File: src/rtl/paralelo_serial_tx_pkg.sv
`default_nettype none
`timescale 1ns/1ps
// ============================================================================
// Module   : paralelo_serial_tx_pkg
// Brief    : Shared state encoding and slot constants for the serial transmitter
// Revision : 1.0
// ============================================================================
package paralelo_serial_tx_pkg;

    typedef logic [1:0] state_t;

    localparam state_t     c_ST_ZERO       = 2'd0;
    localparam state_t     c_ST_SYNC       = 2'd1;
    localparam state_t     c_ST_ACTIVE     = 2'd2;

    localparam logic [7:0] c_COMMA_DEFAULT = 8'hBC;
    localparam logic [7:0] c_ZERO_SLOT     = 8'h00;

endpackage
`default_nettype wire

File: src/rtl/paralelo_serial_tx_fifo.sv
`default_nettype none
`timescale 1ns/1ps
// ============================================================================
// Module   : tx_byte_fifo
// Brief    : Power-of-two byte FIFO with first-word-fall-through head output
// Revision : 1.0
// ============================================================================
module tx_byte_fifo #(
    parameter int DEPTH = 4
) (
    input  logic       clk,
    input  logic       rst_n,
    input  logic       push,
    input  logic       pop,
    input  logic [7:0] push_data,
    output logic [7:0] data,
    output logic       full,
    output logic       empty
);

    localparam int              c_AW      = $clog2(DEPTH);
    localparam logic [c_AW:0]   c_FULL    = (c_AW + 1)'(DEPTH);
    localparam logic [c_AW:0]   c_LVL_ONE = 1;
    localparam logic [c_AW-1:0] c_PTR_ONE = 1;

    logic [7:0]      r_mem [DEPTH];
    logic [c_AW-1:0] r_wr_ptr;
    logic [c_AW-1:0] r_rd_ptr;
    logic [c_AW:0]   r_level;
    logic            w_do_push;
    logic            w_do_pop;

    // Status comes from the registered level only, so a same-cycle pop never frees a slot
    assign full      = (r_level == c_FULL);
    assign empty     = (r_level == '0);
    assign w_do_push = push && !full;
    assign w_do_pop  = pop && !empty;
    assign data      = r_mem[r_rd_ptr];

    always_ff @(posedge clk) begin
        if (w_do_push) begin
            r_mem[r_wr_ptr] <= push_data;
        end
    end

    always_ff @(posedge clk or negedge rst_n) begin
        if (!rst_n) begin
            r_wr_ptr <= '0;
            r_rd_ptr <= '0;
            r_level  <= '0;
        end else begin
            if (w_do_push) begin
                r_wr_ptr <= r_wr_ptr + c_PTR_ONE;
            end
            if (w_do_pop) begin
                r_rd_ptr <= r_rd_ptr + c_PTR_ONE;
            end
            case ({w_do_push, w_do_pop})
                2'b10:   r_level <= r_level + c_LVL_ONE;
                2'b01:   r_level <= r_level - c_LVL_ONE;
                default: r_level <= r_level;
            endcase
        end
    end

endmodule
`default_nettype wire

File: src/rtl/paralelo_serial_tx.sv
`default_nettype none
`timescale 1ns/1ps
// ============================================================================
// Module   : paralelo_serial_tx
// Brief    : Byte-to-serial transmitter: zero slot, comma sync, then buffered
//            data MSB first. Define SKIP_INSERT_EN to force a comma slot after
//            every 15 consecutive data slots.
// Revision : 1.0
// ============================================================================
module paralelo_serial_tx
    import paralelo_serial_tx_pkg::*;
#(
    parameter int         SYNC_COMMAS = 4,
    parameter int         FIFO_DEPTH  = 4,
    parameter logic [7:0] COMMA       = c_COMMA_DEFAULT
) (
    input  logic       clk_32f,
    input  logic       reset_L,
    input  logic [7:0] data_in,
    input  logic       valid_in,
    output logic       ready_out,
    output logic       data_out,
    output logic       active_out
);

    localparam logic [3:0] c_SYNC_LAST = 4'(SYNC_COMMAS);

    state_t     r_state;
    state_t     w_state_nxt;
    logic [2:0] r_count;
    logic [3:0] r_sync_cnt;
    logic [3:0] w_sync_cnt_nxt;
    logic [7:0] r_slot;
    logic       r_data_out;
    logic       r_active;
    logic [7:0] w_next_byte;
    logic       w_slot_end;
    logic       w_pop;
    logic       w_push;
    logic       w_force_comma;
    logic       w_fifo_full;
    logic       w_fifo_empty;
    logic [7:0] w_fifo_head;

    assign w_slot_end = (r_count == 3'd7);
    assign w_push     = valid_in && !w_fifo_full;
    assign ready_out  = !w_fifo_full;
    assign data_out   = r_data_out;
    assign active_out = r_active;

    tx_byte_fifo #(
        .DEPTH     (FIFO_DEPTH)
    ) u_fifo (
        .clk       (clk_32f),
        .rst_n     (reset_L),
        .push      (w_push),
        .pop       (w_pop),
        .push_data (data_in),
        .data      (w_fifo_head),
        .full      (w_fifo_full),
        .empty     (w_fifo_empty)
    );

    // State register, bit counter and shifter
    always_ff @(posedge clk_32f or negedge reset_L) begin
        if (!reset_L) begin
            r_state    <= c_ST_ZERO;
            r_count    <= 3'd0;
            r_sync_cnt <= 4'd0;
            r_slot     <= c_ZERO_SLOT;
            r_data_out <= 1'b0;
            r_active   <= 1'b0;
        end else begin
            r_state    <= w_state_nxt;
            r_sync_cnt <= w_sync_cnt_nxt;
            r_count    <= r_count + 3'd1;
            if (w_slot_end) begin
                r_slot     <= w_next_byte;
                r_data_out <= w_next_byte[7];
                r_active   <= (w_state_nxt == c_ST_ACTIVE);
            end else begin
                r_data_out <= r_slot[3'd6 - r_count];
            end
        end
    end

    // Next-state: transitions only at slot boundaries; r_sync_cnt counts commas already chosen
    always_comb begin
        w_state_nxt    = r_state;
        w_sync_cnt_nxt = r_sync_cnt;
        if (w_slot_end) begin
            case (r_state)
                c_ST_ZERO: begin
                    w_state_nxt    = c_ST_SYNC;
                    w_sync_cnt_nxt = 4'd1;
                end
                c_ST_SYNC: begin
                    if (r_sync_cnt >= c_SYNC_LAST) begin
                        w_state_nxt = c_ST_ACTIVE;
                    end else begin
                        w_sync_cnt_nxt = r_sync_cnt + 4'd1;
                    end
                end
                default: w_state_nxt = r_state;
            endcase
        end
    end

    // Output decode: which byte fills the next slot and whether it pops the FIFO
    always_comb begin
        w_next_byte = COMMA;
        w_pop       = 1'b0;
        if (w_slot_end && (w_state_nxt == c_ST_ACTIVE) && !w_fifo_empty && !w_force_comma) begin
            w_next_byte = w_fifo_head;
            w_pop       = 1'b1;
        end
    end

`ifdef SKIP_INSERT_EN
    logic [3:0] r_data_run;

    always_ff @(posedge clk_32f or negedge reset_L) begin
        if (!reset_L) begin
            r_data_run <= 4'd0;
        end else if (w_slot_end && (w_state_nxt == c_ST_ACTIVE)) begin
            r_data_run <= w_pop ? (r_data_run + 4'd1) : 4'd0;
        end
    end

    assign w_force_comma = (r_data_run == 4'd15);
`else
    assign w_force_comma = 1'b0;
`endif

endmodule
`default_nettype wire

File: config.mk
export PLATFORM = sky130hd
export DESIGN_NAME = paralelo_serial_tx
export DESIGN_NICKNAME = d
export VERILOG_FILES = /design/src/rtl/paralelo_serial_tx_pkg.sv /design/src/rtl/paralelo_serial_tx_fifo.sv /design/src/rtl/paralelo_serial_tx.sv
export SDC_FILE = /design/constraint.sdc
export NUM_CORES = 1
export LEC_CHECK = 0
export BUFFER_PORTS_ARGS = -buffer_cell sky130_fd_sc_hd__buf_2
export CAP_MARGIN = 20
export CELL_PAD_IN_SITES_DETAIL_PLACEMENT = 1
export CELL_PAD_IN_SITES_GLOBAL_PLACEMENT = 1
export CORE_MARGIN = 2
export CORE_UTILIZATION = 46
export DETAILED_ROUTE_END_ITERATION = 8
export PLACE_DENSITY = 0.7
export SYNTH_ARGS = -nofsm -noshare
export SYNTH_HDL_FRONTEND = slang
export SYNTH_HIERARCHICAL = 1
export SYNTH_SLANG_ARGS = --single-unit
File: constraint.sdc
create_clock -name clk_32f -period 2.7 [get_ports clk_32f]
set_clock_uncertainty 0.1 [all_clocks]
set_input_delay 0.27 -clock clk_32f [delete_from_list [all_inputs] [get_ports clk_32f]]
set_output_delay 0.27 -clock clk_32f [all_outputs]
set_load 0.01 [all_outputs]
Yosys cells after proc, flatten, opt, wreduce, memory -nomap -nowiden
Memory sizes are Yosys's and may differ from the RTL's.
Index checks and enable logic that the tools add are counted.
Word-level totals
  word-level logic and storage cells: 51
  memory bits (writable): 32
  input bits: 11
  memories kept: 1
  register bits after elaboration: 26
Cells by class
  $add $sub $neg: 7
  equal/unequal tests: 7
  reduce and logical (&&, ||, !) cells: 12
  $lt $le $gt $ge: 2
  muxes and demuxes: 13
Memory list
  u_fifo.r_mem: depth 4, bits a word 8, read ports 1, clocked after Yosys merged registers in 0, write ports 1, RTL line paralelo_serial_tx_fifo.sv:26  | logic [7:0] r_mem [DEPTH];
Operator list (count)
  2-to-1 mux 8 bit: 1
  one-hot mux 4 bit (2 select lines): 1
  adder 3 x 1 -> 3 bit, second input constant: 2
  == test 3 bit, second input constant: 2
  one-hot mux 3 bit (2 select lines): 1
  logical AND 1 bit: 5
  2-to-1 mux 1 bit: 5
  adder 2 x 1 -> 2 bit, second input constant: 2
  adder 4 x 1 -> 4 bit, second input constant: 1
  == test 2 x 1 -> 1 bit, second input constant: 2
  == test 2 bit, second input constant: 2
  >= comparator 4 x 3 -> 1 bit, second input constant: 1
  < comparator 3 x 4 -> 1 bit, second input constant: 1
  2-to-1 mux 2 bit: 2
  2-to-1 mux 4 bit: 1
  one-hot mux 2 bit (2 select lines): 1
  nonzero test 2 bit: 2
  binary-select mux 1 bit (select 3 bit): 1
  logical NOT 3 bit: 1
  AND reduction 3 bit: 1
  subtractor 3 x 1 -> 3 bit, second input constant: 1
  subtractor 3 bit, first input constant: 1
  logical NOT 1 bit: 2
  logical NOT 2 bit: 1
  != test 2 bit, second input constant: 1

Depth between registers and ports, before layout
  depth after elaboration: 11
  mapped depth: 12

By module
Netlist, hierarchy kept.
Modules (own cells, without submodules)
  tx_byte_fifo: times used 1, area an instance 1592.8 sq um, cells each 79, sequential area each 1136.1 sq um
  paralelo_serial_tx: times used 1, area an instance 854.6 sq um, cells each 70, sequential area each 475.5 sq um

Worst setup path after synthesis
OpenSTA, ideal clock, no wires.
  path kind: reg-to-reg
  start: register r_count[0]
  end: register u_fifo.r_level[2]
  period minus slack after synthesis: 2659 ps
  arrival time: 2479 ps
  buffers on the path: 0
  cell stages (with the launch flop): 13
  library setup time: 79 ps
  slack: 41 ps
  path through: dfrtp_1 ha_1 ha_1 clkinv_1 or3_4 clkinv_2 o31a_2 ha_1 inv_1 fa_1 xor2_1 nor2_1 xor2_1
On the way
  cells in the longest elaborated chain, start to end: 9
  elaborated cells on any way between the ends: 11
  those cells by class: eq/ne: 4; mux: 3; reduce/logical: 4
RTL lines
  start, declared: RTL line paralelo_serial_tx.sv:30  | logic [2:0] r_count;
  start signal, assigned: RTL line paralelo_serial_tx.sv:76  | r_count <= r_count + 3'd1;
  == test 3 bit (*): RTL line paralelo_serial_tx.sv:45  | assign w_slot_end = (r_count == 3'd7);
  2-to-1 mux 2 bit: RTL line paralelo_serial_tx.sv:91  | if (w_slot_end) begin
  == test 2 bit: RTL line paralelo_serial_tx.sv:113  | if (w_slot_end && (w_state_nxt == c_ST_ACTIVE) && !w_fifo_empty && !w_force_comma) begin
  logical AND 1 bit (*) (2 in series): RTL line paralelo_serial_tx.sv:113
  2-to-1 mux 1 bit (*): RTL line paralelo_serial_tx.sv:113
  via w_pop: RTL line paralelo_serial_tx.sv:38  | logic w_pop;
  logical AND 1 bit (*): RTL line paralelo_serial_tx_fifo.sv:37  | assign w_do_pop = pop && !empty;
  via u_fifo.w_do_pop: RTL line paralelo_serial_tx_fifo.sv:31  | logic w_do_pop;
  == test 2 x 1 -> 1 bit or == test 2 bit (tied branches): RTL line paralelo_serial_tx_fifo.sv:58  | case ({w_do_push, w_do_pop})
  one-hot mux 3 bit (2 select lines) or nonzero test 2 bit (tied branches)
  end signal, assigned: RTL line paralelo_serial_tx_fifo.sv:59  | 2'b10: r_level <= r_level + c_LVL_ONE;
  end signal, assigned: RTL line paralelo_serial_tx_fifo.sv:60  | 2'b01: r_level <= r_level - c_LVL_ONE;
  end signal, assigned: RTL line paralelo_serial_tx_fifo.sv:61  | default: r_level <= r_level;
  end, declared: RTL line paralelo_serial_tx_fifo.sv:29  | logic [c_AW:0] r_level;
The timed path passes the listed nets; every way through them passes the cells marked *.
A chain may end at the register's enable or synchronous reset.

Worst setup path after layout
Same ends and word-level chain as after synthesis.

==> flow_summary.toml <==
[outcome]
status = "finished clean"

[critical_path]
reg2reg_from = "r_count[0]"
path_max_fanout = 4
cp-endpoint = "u_fifo/r_level[2]"
cpMaxStageDelayCell = "or3_4"
reg2reg_slack_ns = 0.14
startpoint = "r_count[0]"
rr_endpoint = "u_fifo/r_level[2]"
cp_cell_sequence = "ha_1 -> ha_2 -> clkinv_1 -> or3_4 -> inv_4 -> o31a_4 -> ha_4 -> inv_1 -> fa_2 -> xor2_2 -> nor2_2 -> xor2_1"
cp-end-kind = "flip-flop"
required_ns = 2.85
crit_type = "flip-flop to flip-flop"
start_kind = "flip-flop"
worstRegToRegCells = 12
critical_path_arrival_ns = 2.71
worst_path_largest_cell_delay_ns = 0.43

[grt]
grt_overflow = 0
grt_max_degree = 27
grt_usage = 0.168
first_global_vias = 1452
grt_first_pass_wirelength_um = 7130
antenna_found_initial = 0

[layout]
diodes = 0
drive_above_1_share = 0.339
nFillCells = 481
seq_area_mm2 = 0.00161
area_growth_pct = 17.6
nets = 197
multi_input_area_um2 = 811

[power_and_ir_drop]
p_leak_nw = 1.14
power_density_mw_per_mm2 = 979
total_power_mw = 2.82
peakVddDrop_v = 0.000506

[job]
drv_cap = 0

[clocking]
numCtsBuffers = 9
clkSinkCount = 58
clk_pin_slew_ns = 0.06
htreeDepth = 3
clockRootBuffer = "clkbuf_8"
insertion_delay_ns = 0.33
cts_tree = "built"
cts_max_path_buffers = 2

[die]
io-pin-count = 14
dieHeight_um = 76.9
dieArea_mm2 = 0.00592
die_width_um = 76.9
start_util = 0.479
coreArea_mm2 = 0.00511
rows = 26

[synthesis]
synth-edff-count = 32
yosys-top-cells-area = "edfxtp_1 (39%), dfrtp_1 (27%), mux4_2 (9.2%), ha_1 (4.6%), o22a_1 (1.8%)"
yosysMostFrequentCell = "edfxtp_1"
netlist_instances = 149
seq_area_frac_synth = 0.658
synth-compound-area-share = 0.0567
synth_top_family_by_area = "multiplexers"
synth-xor-area-share = 0.0251
synth_simple_gate_area_frac = 0.0746
async_reset_ff_frac = 0.448
synth_area_mm2 = 0.00245
synth_mux_area_frac = 0.106
synthAdderAreaFrac = 0.0542
syn_nets = 170
ys_warn_count = 6
ys.flop_type = "edfxtp_1"
synth.largest_area_cell = "edfxtp_1"
synth_top_area_share = 0.393
synthTopCellsByCount = "edfxtp_1 (32), dfrtp_1 (26), mux4_2 (10)"
ys_types = 37
ys_ff_latch = 58
syn_avg_cell_area_um2 = 16.4

[sta]
fin_crit_ns = 2.56
rsz0062_at_grt = "no"
fin_crit_sh = 0.949
hold_violations = 0
tightest_slew_ns = 0.587
maxSlewHeadroom = 0.609
slew_viol_final = 0
timing.fmax_mhz = 390
fin_tns_setup_ns = 0
setup_viol = 0

[detailed_routing]
vias = 1298
antenna_left = 0
viasPerCell = 5.19
wirelength_um = 4360
drt-pass1-iter-count = 4
drt-initial-drc-count = 86
drc = 0
wire_per_inst_um = 17.4

[placement]
io_buffers = 13
gp_congestion = 0.714
dpl.hpwl_um = 2940

[hold_path]
hold_class = "input port to flip-flop"
-- state kept, by name, indices dropped and copies added (netlist names) --
name,flops
u_fifo/r_rd_ptr,2
u_fifo/r_mem,32
active_out,1
data_out,1
r_sync_cnt,4
r_state,2
r_slot,8
u_fifo/r_wr_ptr,2
u_fifo/r_level,3
r_count,3
-- stage by stage --
stage          setup slack [ns]  hold WS, ns  utilization  area (um2)  std cells
3_3_place_gp              0.130        0.187        0.511        2610        232
3_5_place_dp            0.00992        0.211        0.511        2610        232
6_report                  0.137       0.0548        0.563        2880        250
5_1_grt                  0.0284       0.0383        0.563        2880        250
4_1_cts                  0.0162       0.0326        0.554        2830        248
2_1_floorplan            0.0415       -0.126            -        2450        149
-- how the worst min path moves through the flow --
stage	startpoint	end	slack (ns)	cells past startpoint
6_report	data_in[4]	u_fifo/r_mem[2][4]	0.05	1
5_1_grt	data_in[5]	u_fifo/r_mem[0][5]	0.04	1
4_1_cts	data_in[4]	u_fifo/r_mem[3][4]	0.03	1
3_5_place_dp	reset_L	r_sync_cnt[1]	0.21	1
3_3_place_gp	reset_L	r_sync_cnt[1]	0.19	1
2_1_floorplan	reset_L	active_out	-0.13	0
-- power by group --
group          internal [mW]  switching, mW  total, mW  leakage (nW)
Sequential              1.17          0.163       1.33         0.597
Combinational          0.352          0.302      0.655         0.434
Clock                  0.509          0.325      0.833         0.105
Total                   2.03          0.790       2.82          1.14
-- critical path, delay by kind of cell, from the launching register on --
kind,cells,cell delay (ns)
compound gates,1,0.16
xor+xnor,2,0.33
buf+inv,3,0.21
flops,1,0.35
simple gates,2,0.52
fa+ha+maj,4,0.83
-- cells in the final DEF, fill, tap and decap left out, drive strengths merged, types with 3 or more instances in the layout --
master / instances
xnor2: 4
mux4: 10
nor2b: 4
nand2: 3
clkbuf: 9
o22a: 5
clkinv: 4
a21oi: 5
xor2: 3
and2: 4
inv: 9
edfxtp: 32
buf: 19
ha: 9
a22o: 4
dfrtp: 26
nor2: 8
-- layer usage --
layer	routed length, um	vias up	GRT usage
met5	0	-	0
met1	1840	676	0.193
met3	147	4	0.0518
met2	2320	17	0.279
li1	-	601	-
met4	49	0	0.0927
-- cells by family after synthesis --
| kind of cell | after synthesis |
|---|---|
| AND/OR/NAND/NOR | 29 |
| flip-flops | 58 |
| XOR/XNOR | 7 |
| multiplexers | 13 |
| adder cells (fa/ha/maj) | 10 |
| buffers and inverters | 14 |
| AO/OA/AOI/OAI | 18 |
-- timing repair --
item	CTS	global route
setup endpoints to repair	1	1
buffers inserted	0	2
hold endpoints to repair	26	0
gates resized for setup	3	6
hold buffers	1	0
pin swaps	3	3
-- cell type report --
cell class	instances	share of cell area
Sequential cell	58	0.560
Multi-Input combinational cell	77	0.282
Clock buffer	9	0.0430
Timing Repair Buffer	20	0.0417
Tap cell	70	0.0304
Clock inverter	6	0.0287
Inverter	10	0.0139
Note: power is estimated with default switching activity, not from simulation.
